File: src/rtl/set_cmd_sequencer.sv
// Command feeder for the circle-set candidate counter: queues host queries,
// issues them one at a time over SET's en/busy interface and returns tagged results.
module set_cmd_sequencer #(
    parameter int DEPTH   = 4,
    parameter int TAG_W   = 4,
    parameter int TIMEOUT = 255
) (
    input  logic             clk,
    input  logic             rst,
    input  logic             cmd_valid,
    output logic             cmd_ready,
    input  logic [23:0]      cmd_central,
    input  logic [11:0]      cmd_radius,
    input  logic [1:0]       cmd_mode,
    input  logic [TAG_W-1:0] cmd_tag,
    output logic             cmd_err,
    output logic             set_en,
    output logic [23:0]      set_central,
    output logic [11:0]      set_radius,
    output logic [1:0]       set_mode,
    input  logic             set_busy,
    input  logic             set_valid,
    input  logic [7:0]       set_candidate,
    output logic             res_valid,
    input  logic             res_ready,
    output logic [7:0]       res_candidate,
    output logic [TAG_W-1:0] res_tag,
    output logic             res_timeout,
    output logic [2:0]       pending
);
    localparam int PTR_W = $clog2(DEPTH);
    localparam int CNT_W = $clog2(DEPTH + 1);
    localparam int WD_W  = $clog2(TIMEOUT + 1);

    localparam logic [1:0] ST_IDLE  = 2'd0;
    localparam logic [1:0] ST_ISSUE = 2'd1;
    localparam logic [1:0] ST_WAIT  = 2'd2;
    localparam logic [1:0] MODE_ILLEGAL = 2'd3;

    typedef struct packed {
        logic [23:0]      central;
        logic [11:0]      radius;
        logic [1:0]       mode;
        logic [TAG_W-1:0] tag;
    } entry_t;

    entry_t           fifo_mem [DEPTH];
    entry_t           head;
    logic [PTR_W-1:0] wr_ptr_reg;
    logic [PTR_W-1:0] rd_ptr_reg;
    logic [CNT_W-1:0] count_reg;
    logic [1:0]       state_reg;
    logic [WD_W-1:0]  wd_reg;
    logic [TAG_W-1:0] tag_reg;
    logic             cmd_err_reg;
    logic [23:0]      set_central_reg;
    logic [11:0]      set_radius_reg;
    logic [1:0]       set_mode_reg;
    logic             res_valid_reg;
    logic [7:0]       res_candidate_reg;
    logic [TAG_W-1:0] res_tag_reg;
    logic             res_timeout_reg;

    logic full;
    logic accept;
    logic push;
    logic pop;

    assign full   = (count_reg == CNT_W'(DEPTH));
    assign accept = cmd_valid && !full;
    assign push   = accept && (cmd_mode != MODE_ILLEGAL);
    // Issue only when SET is listening and the result slot is free: one query in flight.
    assign pop    = (state_reg == ST_IDLE) && (count_reg != '0) && !set_busy && !res_valid_reg;
    assign head   = fifo_mem[rd_ptr_reg];

    always_ff @(posedge clk) begin
        if (push) begin
            fifo_mem[wr_ptr_reg] <= '{central: cmd_central, radius: cmd_radius,
                                      mode: cmd_mode, tag: cmd_tag};
        end
    end

    always_ff @(posedge clk) begin
        if (rst) begin
            wr_ptr_reg        <= '0;
            rd_ptr_reg        <= '0;
            count_reg         <= '0;
            state_reg         <= ST_IDLE;
            wd_reg            <= '0;
            tag_reg           <= '0;
            cmd_err_reg       <= 1'b0;
            set_central_reg   <= '0;
            set_radius_reg    <= '0;
            set_mode_reg      <= '0;
            res_valid_reg     <= 1'b0;
            res_candidate_reg <= '0;
            res_tag_reg       <= '0;
            res_timeout_reg   <= 1'b0;
        end else begin
            cmd_err_reg <= accept && (cmd_mode == MODE_ILLEGAL);
            if (push) begin
                wr_ptr_reg <= wr_ptr_reg + PTR_W'(1);
            end
            if (pop) begin
                rd_ptr_reg <= rd_ptr_reg + PTR_W'(1);
            end
            if (push && !pop) begin
                count_reg <= count_reg + CNT_W'(1);
            end else if (pop && !push) begin
                count_reg <= count_reg - CNT_W'(1);
            end
            if (res_valid_reg && res_ready) begin
                res_valid_reg <= 1'b0;
            end
            case (state_reg)
                ST_IDLE: begin
                    if (pop) begin
                        set_central_reg <= head.central;
                        set_radius_reg  <= head.radius;
                        set_mode_reg    <= head.mode;
                        tag_reg         <= head.tag;
                        state_reg       <= ST_ISSUE;
                    end
                end
                ST_ISSUE: begin
                    wd_reg    <= '0;
                    state_reg <= ST_WAIT;
                end
                ST_WAIT: begin
                    // A result arriving on the expiry cycle still counts as a real answer.
                    if (set_valid) begin
                        res_candidate_reg <= set_candidate;
                        res_tag_reg       <= tag_reg;
                        res_timeout_reg   <= 1'b0;
                        res_valid_reg     <= 1'b1;
                        state_reg         <= ST_IDLE;
                    end else if (wd_reg == WD_W'(TIMEOUT - 1)) begin
                        // Aborts carry the abandoned query's tag so the host knows which one died.
                        res_candidate_reg <= '0;
                        res_tag_reg       <= tag_reg;
                        res_timeout_reg   <= 1'b1;
                        res_valid_reg     <= 1'b1;
                        state_reg         <= ST_IDLE;
                    end else begin
                        wd_reg <= wd_reg + WD_W'(1);
                    end
                end
                default: state_reg <= ST_IDLE;
            endcase
        end
    end

    assign cmd_ready     = !full;
    assign cmd_err       = cmd_err_reg;
    assign set_en        = (state_reg == ST_ISSUE);
    assign set_central   = set_central_reg;
    assign set_radius    = set_radius_reg;
    assign set_mode      = set_mode_reg;
    assign res_valid     = res_valid_reg;
    assign res_candidate = res_candidate_reg;
    assign res_tag       = res_tag_reg;
    assign res_timeout   = res_timeout_reg;
    assign pending       = (32'(count_reg) > 7) ? 3'd7 : 3'(count_reg);

endmodule

File: config.mk
export PLATFORM = sky130hd
export DESIGN_NAME = set_cmd_sequencer
export DESIGN_NICKNAME = d
export VERILOG_FILES = /design/src/rtl/set_cmd_sequencer.sv
export SDC_FILE = /design/constraint.sdc
export NUM_CORES = 1
export LEC_CHECK = 0
export BUFFER_PORTS_ARGS = -buffer_cell sky130_fd_sc_hd__buf_2
export CAP_MARGIN = 25
export CORE_UTILIZATION = 28
export CTS_BUF_LIST = sky130_fd_sc_hd__clkbuf_8
export CTS_CLUSTER_SIZE = 12
export DETAILED_ROUTE_END_ITERATION = 12
export PLACE_DENSITY = 0.47
export SLEW_MARGIN = 20
export SYNTH_ARGS = -nofsm -noshare
export SYNTH_HDL_FRONTEND = slang
export SYNTH_SLANG_ARGS = --single-unit
File: constraint.sdc
create_clock -name clk -period 2.5 [get_ports clk]
set_input_delay 0.375 -clock clk [delete_from_list [all_inputs] [get_ports clk]]
set_output_delay 0.375 -clock clk [all_outputs]
set_load 0.1 [all_outputs]
==> results of run 1 <==
==> cells by family after synthesis <==
| family | Yosys count | synth area share |
|---|---|---|
| AOI/OAI and AO/OA | 76 | 0.0492 |
| and+or+nand+nor | 143 | 0.0763 |
| adders and majority gates | 12 | 0.0174 |
| muxes | 48 | 0.111 |
| buffers and inverters | 38 | 0.0184 |
| xor gates and xnor gates | 5 | 0.00485 |
| DFF | 242 | 0.722 |
==> through the flow <==
| step | std cells | total power (W) | utilization |
|---|---|---|---|
| 3_3_place_gp | 1063 | 0.00878 | 0.322 |
| 4_1_cts | 1145 | 0.0123 | 0.349 |
| 2_1_floorplan | 564 | 0.00798 | - |
| 6_report | 1147 | 0.0121 | 0.349 |
| 5_1_grt | 1145 | 0.0127 | 0.349 |
| 3_5_place_dp | 1063 | 0.00884 | 0.322 |
==> cell usage after synthesis (3+ instances only) <==
library cell and instances:
buf_4 4, nor2_1 9, o21ai_0 10, nand2b_1 9
mux4_2 42, mux2i_1 5, nand3_1 3, nand4b_1 5
edfxtp_1 168, buf_1 4, a22o_1 8, xnor2_1 3
nand2_1 89, nor2b_1 3, clkbuf_1 13, dfxtp_1 74
inv_1 9, and2_1 8, a21oi_1 48, ha_1 11
buf_2 7
==> power by group through the flow <==
stage	clock network [W]	registers [W]	logic, W
after floorplan	0	0.00640	0.00159
after global placement	0	0.00504	0.00374
after detailed placement	0	0.00507	0.00377
after CTS	0.00354	0.00499	0.00379
after global routing	0.00370	0.00503	0.00397
final	0.00339	0.00498	0.00371
==> layer usage <==
| metal | routed length [um] | up-vias |
|---|---|---|
| li1 | - | 2434 |
| met3 | 1220 | 51 |
| met5 | 25 | - |
| met4 | 508 | 4 |
| met1 | 8850 | 2653 |
| met2 | 9700 | 142 |
==> area by class of cell <==
class,count,area (sq um),share of cell area
inverter,10,37.5,0.00340
multi-input combinational,284,2350,0.213
clock buffer,46,633,0.0574
sequential,242,6550,0.593
clock inverter,32,176,0.0160
timing repair buffer,129,783,0.0710
tap,402,503,0.0456
antenna,2,5.00,0.000454
==> worst paths after layout <==
| check | end | slack (ps) | cells after the start |
|---|---|---|---|
| max | pending[2] | 200 | 10 |
| max reg2reg | pending[2] | 200 | 10 |
| min | fifo_mem[3][25] | 40 | 1 |
| min reg2reg | set_central[5] | 450 | 2 |
==> critical path, stage by stage, from the launching register on <==
cell     delay, ps
dfxtp_1        370
inv_1          100
ha_1           220
and3b_2        220
inv_2           60
ha_1           170
inv_1           60
fa_1           370
xor2_1         160
or3_1          300
a21oi_1        170
==> timing repair <==
item / 4_1_cts / 5_1_grt
endpoints found under the hold margin: 14 / 0
setup buffers: 0 / 0
resized for setup: 0 / 0
hold buffers: 4 / 0
==> reports/results.ini, run 1 <==
[yosys]
synthFlopType=edfxtp_1
synth_cell_types=46
synthesis.nets=632
postSynthAreaPerCell_sq_um=16.0
synth_seq_cells=242
ys_seq_area_frac=0.722
yosys-top-cells-area=edfxtp_1 (56%), dfxtp_1 (16%), mux4_2 (10%), nand2_1 (3.7%), a21oi_1 (2.7%)
netlist.area_leader.share=0.558
async_flop_share=0
synth_edf_count=168
synth_top_area_cell=edfxtp_1
synth_warnings=0
syn_inst=564
synth_area_sq_um=9030

[placed_design]
gp_congestion=0.772
port_buffers=113
hpwlAfterDp_mm=11.5
dpl_cell_area_sq_um=10200
place_ws_ps=232

[detailed_routing]
via_per_inst=4.61
wire_per_inst_um=17.7
drc=0
ant_nets=0
route.vias.total=5284
first_pass_iters=6
routed_wirelength_mm=20.3
drt_iter0_markers=240

[floorplanning]
die_h_um=182
die_w_um=182
start_util=0.286
dieArea_sq_um=33000
ios=114
rows=65
core_sq_um=31600

[global_route]
overflow=0
antenna_found_initial=4
grt_pass1_wl_mm=31.6
met3_usage=0.0365
grt_max_degree=69
use_met1=0.153
use_met2=0.211
top_usage_layer=met2
grtUsageTotal=0.126
first_global_vias=5665

[clock_network]
cts_inserted_buffers=42
clock_latency_ps=550
clk_path_buf_depth=3
cts_max_level=2
cts_tree=yes
clock_sinks=242
cts_root_buffer=clkbuf_8
cts.clk_slew.worst_paths_ps=60

[critical_path]
start_kind=flop
cp_data_arrival_time_ps=2760
required_ps=2950
cp_max_fo=3
critPathKind=flop to flop
end_kind=flop
startpoint=state_reg[0]
rr_startpoint=state_reg[0]

[power]
combPwrFrac=0.307
p_sw_frac=0.368
p_sw_w=0.00444
powerDensity_nw_per_um2=1090
p_int_w=0.00763
pwr-share-seq=0.412
irDropWorstVdd_uv=517
power_leakage_nw=3.95
clockPowerShare=0.281

[timing]
whs_ps=40.2
slew_violations=0
final.period_utilization=0.922
rsz0062_at_grt=false
setup_viol=0
slew_headroom=0.588
finalSetupTns_ps=0
finClkSkew_ps=26.9
finalWorstPathRequiredPeriod_ps=2300
worst_pin_slew_ps=619
hold_viol_final=0
timing.fmax_mhz=434
setup_ws_ps=196

[cells_and_area]
nFillCells=3045
final_common_cell=edfxtp_1
mostFrequentLayoutCells=edfxtp_1 (168), buf_2 (113), nand2_1 (89)
largest_reg_flops=168
layout-drive-gt1-share=0.319
fin_nets=777
syn_to_final_growth_pct=22.1
final_cell_area_sq_um=11000

[min_path]
hold_class=primary input to flop
hp-start=cmd_central[7]

[run_status]
status=finished clean

[job]
maxCapViolations=0

No activity file was read; power rests on OpenSTA's default activity.
==> inputs of run 2 (changes only) <==
--- a/config.mk
+++ b/config.mk
@@ -7,6 +7,7 @@
 export LEC_CHECK = 0
 export BUFFER_PORTS_ARGS = -buffer_cell sky130_fd_sc_hd__buf_2
 export CAP_MARGIN = 25
+export CORE_ASPECT_RATIO = 0.7
 export CORE_UTILIZATION = 28
 export CTS_BUF_LIST = sky130_fd_sc_hd__clkbuf_8
 export CTS_CLUSTER_SIZE = 12
==> run 2 against run 1 <==
  * Hold slack gained 11 ps
  * Cell area decreased by 0.68%
  * Total power is 1.2% lower
  * Global-route usage rose by 0.18 points
  * Fmax up 1.5%
  * First-iteration DRC count rose by 2.9%
  * Wire length up 1.0%
  * Critical path depth stayed put
  * Critical path type unchanged
==> reports/results.ini, run 2 (synthesized netlist as in run 1, its figures left out) <==
[critical_path]
start_kind=flop
reg2reg_depth=10
rr_startpoint=state_reg[0]
max_stage_delay_ps=370
rrSetupSlack_ps=230
critPathBufInv=3
cp_max_fo=3
crit_chain=inv_1 -> ha_1 -> and3b_2 -> inv_2 -> ha_1 -> inv_1 -> fa_1 -> xor2_1 -> or3_1 -> a21oi_1
required_ps=2950
critPathKind=flop to flop
cp_top_family=adder cells
timing.rr.end=pending[2]
slowest_stage=fa_1
end_kind=flop
cp_data_arrival_time_ps=2720

[cells_and_area]
mostFrequentLayoutCells=edfxtp_1 (168), buf_2 (113), nand2_1 (89)
fin_nets=778
instances_no_fill=1161
final_common_cell=edfxtp_1
layout-drive-gt1-share=0.325
largest_reg_flops=168
syn_to_final_growth_pct=21.3

[floorplanning]
rows=54
die_w_um=217
core_sq_um=31400
ios=114
die_h_um=152
dieArea_sq_um=33000
start_util=0.288

[detailed_routing]
route.vias.total=5191
routed_wirelength_mm=20.5
drt_iter0_markers=247
via_per_inst=4.47
ant_nets=0
wire_per_inst_um=17.7
drc=0
first_pass_iters=4

[clock_network]
cts_max_level=2
cts_hold_buffers=0
cts_root_buffer=clkbuf_8
post-cts-setup-buffer-count=0
cts.clk_slew.worst_paths_ps=70
cts_resized=0
clock_latency_ps=540
cts_tree=yes
cts_inserted_buffers=40
clock_sinks=242
clk_path_buf_depth=3

[min_path]
hold_class=primary input to flop
whs_endpoint=fifo_mem[0][40]
hold_depth=1
hp-start=cmd_central[22]

[job]
maxCapViolations=0

[power]
power_leakage_nw=3.91
p_int_w=0.00755
powerDensity_nw_per_um2=1090
p_sw_w=0.00438
pwr-share-seq=0.424
clockPowerShare=0.272
irDropWorstVdd_uv=661
p_sw_frac=0.367
combPwrFrac=0.304

[placed_design]
gp_congestion=0.775
dp_cells=1088
place_ws_ps=229
port_buffers=113
hpwlAfterDp_mm=12.9

[timing]
whs_ps=50.9
timing.fmax_mhz=441
rsz0062_at_grt=false
finalWorstPathRequiredPeriod_ps=2270
hold_viol_final=0
setup_ws_ps=230
setup_viol=0
slew_headroom=0.588
final.period_utilization=0.908
finalSetupTns_ps=0
finClkSkew_ps=23.3
slew_violations=0
worst_pin_slew_ps=618

[global_route]
antenna_found_initial=3
grtUsageTotal=0.127
first_global_vias=5557
overflow=0
grt_max_degree=44
grt_pass1_wl_mm=32.3

[run_status]
status=finished clean

-- run 2: cell types whose count changed in the layout (fill, tap and decap cells not counted), sizes merged --
cell / change
buf: +7
bufinv: +1
clkbuf: -5
clkinv: +1
dlygate4sd3: -4
inv: -4
-- run 2: power by group through the flow --
| stage | combinational (W) | clock (W) | sequential (W) |
|---|---|---|---|
| 6_report | 0.00363 | 0.00324 | 0.00506 |
| 5_1_grt | 0.00386 | 0.00355 | 0.00513 |
| 4_1_cts | 0.00371 | 0.00338 | 0.00507 |
| 3_5_place_dp | 0.00370 | 0 | 0.00515 |
| 3_3_place_gp | 0.00367 | 0 | 0.00512 |
| 2_1_floorplan | 0.00159 | 0 | 0.00640 |
-- run 2: layout make-up --
| cell class | count | area, sq um |
|---|---|---|
| Inverter | 10 | 37.5 |
| Sequential cell | 242 | 6550 |
| Tap cell | 420 | 526 |
| Clock inverter | 30 | 173 |
| Fill cell | 3055 | 20500 |
| Timing Repair Buffer | 132 | 758 |
| Clock buffer | 41 | 564 |
| Multi-Input combinational cell | 284 | 2350 |
| Antenna cell | 2 | 5.00 |
-- run 2: worst max path at each step --
stage | from | to | slack (ps) | cells past startpoint
detailed placement | cmd_mode[0] | pending[2] | 230 | 9
floorplan | pending[2] | pending[2] | 30 | 11
CTS | state_reg[0] | pending[2] | 240 | 10
global placement | cmd_mode[0] | pending[2] | 280 | 9
finish | state_reg[0] | pending[2] | 230 | 10
global route | state_reg[0] | pending[2] | 130 | 10
-- run 2: metrics by stage --
step,util,power [W],area (sq um)
floorplan,-,0.00798,9060
global placement,0.325,0.00878,10200
detailed placement,0.325,0.00885,10200
CTS,0.349,0.0122,11000
global route,0.349,0.0125,11000
finish,0.349,0.0119,11000
-- run 2: layer usage --
metal | global-route usage | share of wire | wire [um] | vias to the layer above
li1 | - | - | - | 2425
met5 | 0 | 0.0011 | 23 | -
met1 | 0.167 | 0.46 | 9420 | 2594
met3 | 0.0375 | 0.059 | 1220 | 42
met2 | 0.202 | 0.46 | 9480 | 126
met4 | 0.0409 | 0.018 | 372 | 4
